**config.mk**
```make
export PLATFORM = sky130hd
export DESIGN_NAME = instruction_fetch_unit
export DESIGN_NICKNAME = d
export VERILOG_FILES = /design/src/rtl/instruction_fetch_unit.sv
export SDC_FILE = /design/constraint.sdc
export NUM_CORES = 1
export LEC_CHECK = 0
export ABC_AREA = 0
export BUFFER_PORTS_ARGS = -buffer_cell sky130_fd_sc_hd__buf_2
export CORE_ASPECT_RATIO = 1.1
export CORE_MARGIN = 5
export CORE_UTILIZATION = 35
export CTS_BUF_LIST = sky130_fd_sc_hd__clkbuf_2 sky130_fd_sc_hd__clkbuf_4 sky130_fd_sc_hd__clkbuf_8
export CTS_CLUSTER_DIAMETER = 200
export DETAILED_ROUTE_END_ITERATION = 8
export PLACE_DENSITY_LB_ADDON = 0.1
export SLEW_MARGIN = 20
export SYNTH_ARGS = -nofsm -noshare
export SYNTH_HDL_FRONTEND = slang
export SYNTH_SLANG_ARGS = --single-unit
```
**constraint.sdc**
```tcl
create_clock -name CLOCK -period 1.91 [get_ports CLOCK]
set_clock_uncertainty 0.05 [all_clocks]
set_input_delay 0.573 -clock CLOCK [delete_from_list [all_inputs] [get_ports CLOCK]]
set_output_delay 0.573 -clock CLOCK [all_outputs]
set_load 0.03 [all_outputs]
```
**src/rtl/instruction_fetch_unit.sv**
```systemverilog
// Fetch stage: 32-bit PC plus preloaded little-endian byte ROM; OUTPUT is the instruction at the PC.
// Zero-cycle latency from PC to OUTPUT; no backpressure, the PC advances by 4 on every clock.
module instruction_fetch_unit #(
   parameter int MEM_BYTES = 256
) (
   input  logic        CLOCK,
   input  logic        RESET,
   output logic [31:0] OUTPUT
);

   localparam int IDX_W = $clog2(MEM_BYTES);

   generate
      if ((MEM_BYTES < 4) || ((MEM_BYTES & (MEM_BYTES - 1)) != 0)) begin : g_bad_size
         $error("MEM_BYTES must be a power of two and at least 4");
      end
   endgenerate

   logic [31:0]      pc_q;
   logic [31:0]      pc_d;
   logic [IDX_W-1:0] idx0;
   logic [IDX_W-1:0] idx1;
   logic [IDX_W-1:0] idx2;
   logic [IDX_W-1:0] idx3;

   // Constant ROM: program occupies the first 32 bytes, everything else reads as zero.
   function automatic logic [7:0] rom_byte(input logic [IDX_W-1:0] addr);
      logic [31:0] a;
      logic [31:0] w;
      logic [7:0]  b;
      a = 32'(addr);
      w = 32'h0000_0000;
      if (a[31:5] == 27'd0) begin
         case (a[4:2])
            3'd0:    w = 32'h0050_0093;
            3'd1:    w = 32'h00A0_0113;
            3'd2:    w = 32'h0020_81B3;
            3'd3:    w = 32'h4011_0233;
            3'd4:    w = 32'h0020_F2B3;
            3'd5:    w = 32'h0020_E333;
            3'd6:    w = 32'h0020_C3B3;
            default: w = 32'h0020_9433;
         endcase
      end
      case (a[1:0])
         2'd0:    b = w[7:0];
         2'd1:    b = w[15:8];
         2'd2:    b = w[23:16];
         default: b = w[31:24];
      endcase
      return b;
   endfunction

   always_comb begin
      pc_d = pc_q + 32'd4;
   end

   always_ff @(posedge CLOCK or posedge RESET) begin
      if (RESET) begin
         pc_q <= 32'h0000_0000;
      end else begin
         pc_q <= pc_d;
      end
   end

   always_comb begin
      idx0   = pc_q[IDX_W-1:0];
      idx1   = idx0 + IDX_W'(1);
      idx2   = idx0 + IDX_W'(2);
      idx3   = idx0 + IDX_W'(3);
      OUTPUT = {rom_byte(idx3), rom_byte(idx2), rom_byte(idx1), rom_byte(idx0)};
   end

endmodule

```
==> results.toml <==
[drt]
drcViolationCount = 0
drt_wl_total_mm = 1.33
route.vias.total = 503
wl_per_cell_um = 11.0
drt-pass1-iter-count = 2
wl_met1_um = 462
via_per_inst = 4.16
drt_iter0_drc = 5
antenna_left = 0
met3_length_um = 105
wl_met2_um = 761
highest_layer = "met3"

[layout]
top_register = "pc_q"
fin_util_pct = 67.3
final_layout_size_suffix_gt1_share_pct = 67.3
largest_reg_flops = 6
area_growth_pct = 87.8
antenna_cells = 0
fin_nets = 113
top_regs = "pc_q: 6 flops"
finalInstanceArea_um2 = 1040

[power]
static-leakage-power_nw = 0.451
powerDensity_nw_per_um2 = 267
power_mw = 0.277
peakVddDrop_uv = 280

[global_routing]
grt_antenna_before_repair = 0
grt_max_degree = 10
grt.overflow.total = 0
grt_use_total_pct = 12.5
grt_pass1_wl_mm = 2.21
grt_pass1_vias = 488

[clock_network]
clk_path_buf_depth = 2
cts_root_buffer = "clkbuf_4"
cts.clk_slew.worst_paths_ps = 40
cts_tree = "done"
cts_sinks = 6
htreeDepth = 1
insertion_delay_ps = 240
hold_buffers = 0
numCtsBuffers = 3

[timing]
hold_viol = 0
clock.fmax_ghz = 0.463
rsz0062_at_grt = "yes"
slew_viol_final = 0
setup_ws_ps = -251
min_period_ps = 2160
setup_violations = 18
finalCritPeriodShare_pct = 113
finalSetupTns_ps = -3110

[floorplanning]
fp.dieH_um = 51.6
coreArea_um2 = 1540
num_rows = 15
dieWidth_um = 47.9
die_area_um2 = 2470
ioPinCount = 34
initial_utilization_pct = 35.9

[hold_path]
hold_path_class = "primary input to asynchronous set/reset pin"

[yosys]
avgSynthCellArea_um2 = 7.88
yosys_warnings = 0
synth_seq_area_share_pct = 27.2
ys_seq_elements = 6
synth.distinct_cells = 18
syn-instance-count = 70
synth_area_um2 = 552

[outcome]
violations = "negative setup slack"
status = "finished with violations"

[worst_setup_path]
worstPathArrival_ps = 1540
crit_required_ps = 1290
criticalPathCategory = "flop to output pin"
cp_max_fo = 5
end_kind = "output pin"
start_kind = "flop"
rr_worst_depth = 4

[place]
dp_hpwl_mm = 1.01
post_dp_cell_area_um2 = 785
port_buffers = 19
gp_congestion = 0.733
place_ws_ps = -58.1

[job]
drv_cap = 0
cell usage after synthesis (all sizes together):
| cell | count | area share, % |
|---|---|---|
| a21oi | 7 | 6.3 |
| and3 | 2 | 2.3 |
| buf | 18 | 25 |
| clkbuf | 1 | 0.68 |
| conb | 1 | 0.68 |
| dfrtp | 6 | 27 |
| ha | 5 | 11 |
| inv | 7 | 4.8 |
| nand2 | 3 | 2.0 |
| nand3 | 3 | 2.7 |
| nor2 | 10 | 6.8 |
| nor3 | 1 | 0.91 |
| o21ai | 1 | 0.91 |
| o31ai | 1 | 1.4 |
| or3 | 1 | 2.0 |
| xnor2 | 2 | 3.2 |
| xor2 | 1 | 1.6 |
routing by layer:
layer / vias up / global-route usage (%)
li1: 259 / -
met5: - / 0
met4: 0 / 7.17
met3: 0 / 2.77
met1: 225 / 14.0
met2: 19 / 20.7
area by class of cell:
| type | instances | area, um^2 |
|---|---|---|
| multi-input cells | 51 | 457 |
| repair buffers | 37 | 352 |
| inverters | 7 | 31.3 |
| fillers | 130 | 503 |
| flip-flops and latches | 6 | 153 |
| well taps | 17 | 21.3 |
| clock buffers | 3 | 22.5 |
what timing repair did:
item / 4_1_cts / 5_1_grt
buffers inserted: 3 / 0
setup endpoints to repair: 18 / 18
hold endpoints to repair: 0 / 0
pin swaps: 4 / 2
resized for setup: 53 / 7
where the power goes:
group	total, mW	switching (mW)	leakage [nW]	internal [mW]
registers	0.128	0	0.0673	0.128
logic	0.0396	0.0387	0.370	0.000863
clock network	0.110	0.0390	0.0138	0.0706
total	0.277	0.0777	0.451	0.199
logic make-up (layout without fill, tap and decap cells):
kind of cell / Yosys count / after routing / share of synthesized area (%)
adders and majority gates: 5 / 5 / 11.3
and+or+nand+nor: 20 / 20 / 16.8
xor gates and xnor gates: 3 / 3 / 4.76
DFF: 6 / 6 / 27.2
other: 1 / 14 / 0.680
AOI/OAI and AO/OA: 9 / 9 / 8.62
buffers and inverters: 26 / 47 / 30.6
cell usage in the layout, fill, tap and decap left out:
cell / instances
a21oi_1: 1
a21oi_2: 3
a21oi_4: 3
and3_2: 1
and3_4: 1
buf_12: 1
buf_2: 1
buf_4: 18
buf_6: 17
clkbuf_4: 3
conb_1: 14
dfrtp_1: 4
dfrtp_2: 2
ha_2: 1
ha_4: 4
inv_1: 3
inv_2: 2
inv_4: 2
nand2_1: 2
nand2_4: 1
nand3_1: 3
nor2_1: 3
nor2_2: 1
nor2_4: 6
nor3_4: 1
o21ai_0: 1
o31ai_2: 1
or3_4: 1
xnor2_1: 2
xor2_1: 1
critical path, cell delays in order, from the launching register on:
cell     delay, ps
dfrtp_2        460
inv_2          120
ha_2           240
o31ai_2         70
buf_4          140
a21oi_2        120
buf_4          160
worst paths after layout:
check	endpoint	slack (ps)	from
max reg2reg	pc_q[6]	800	pc_q[3]
max	OUTPUT[9]	-250	pc_q[3]
min reg2reg	pc_q[7]	420	pc_q[7]
min in group CLOCK	pc_q[7]	420	pc_q[7]
min	pc_q[4]	180	RESET
max in group asynchronous	pc_q[3]	1440	RESET
stage by stage:
step / cells / hold slack [ps]
2_1_floorplan: 83 / 314
3_3_place_gp: 115 / 415
3_5_place_dp: 115 / 416
4_1_cts: 121 / 175
5_1_grt: 121 / 177
6_report: 121 / 178
Note: power is estimated with default switching activity, not from simulation.
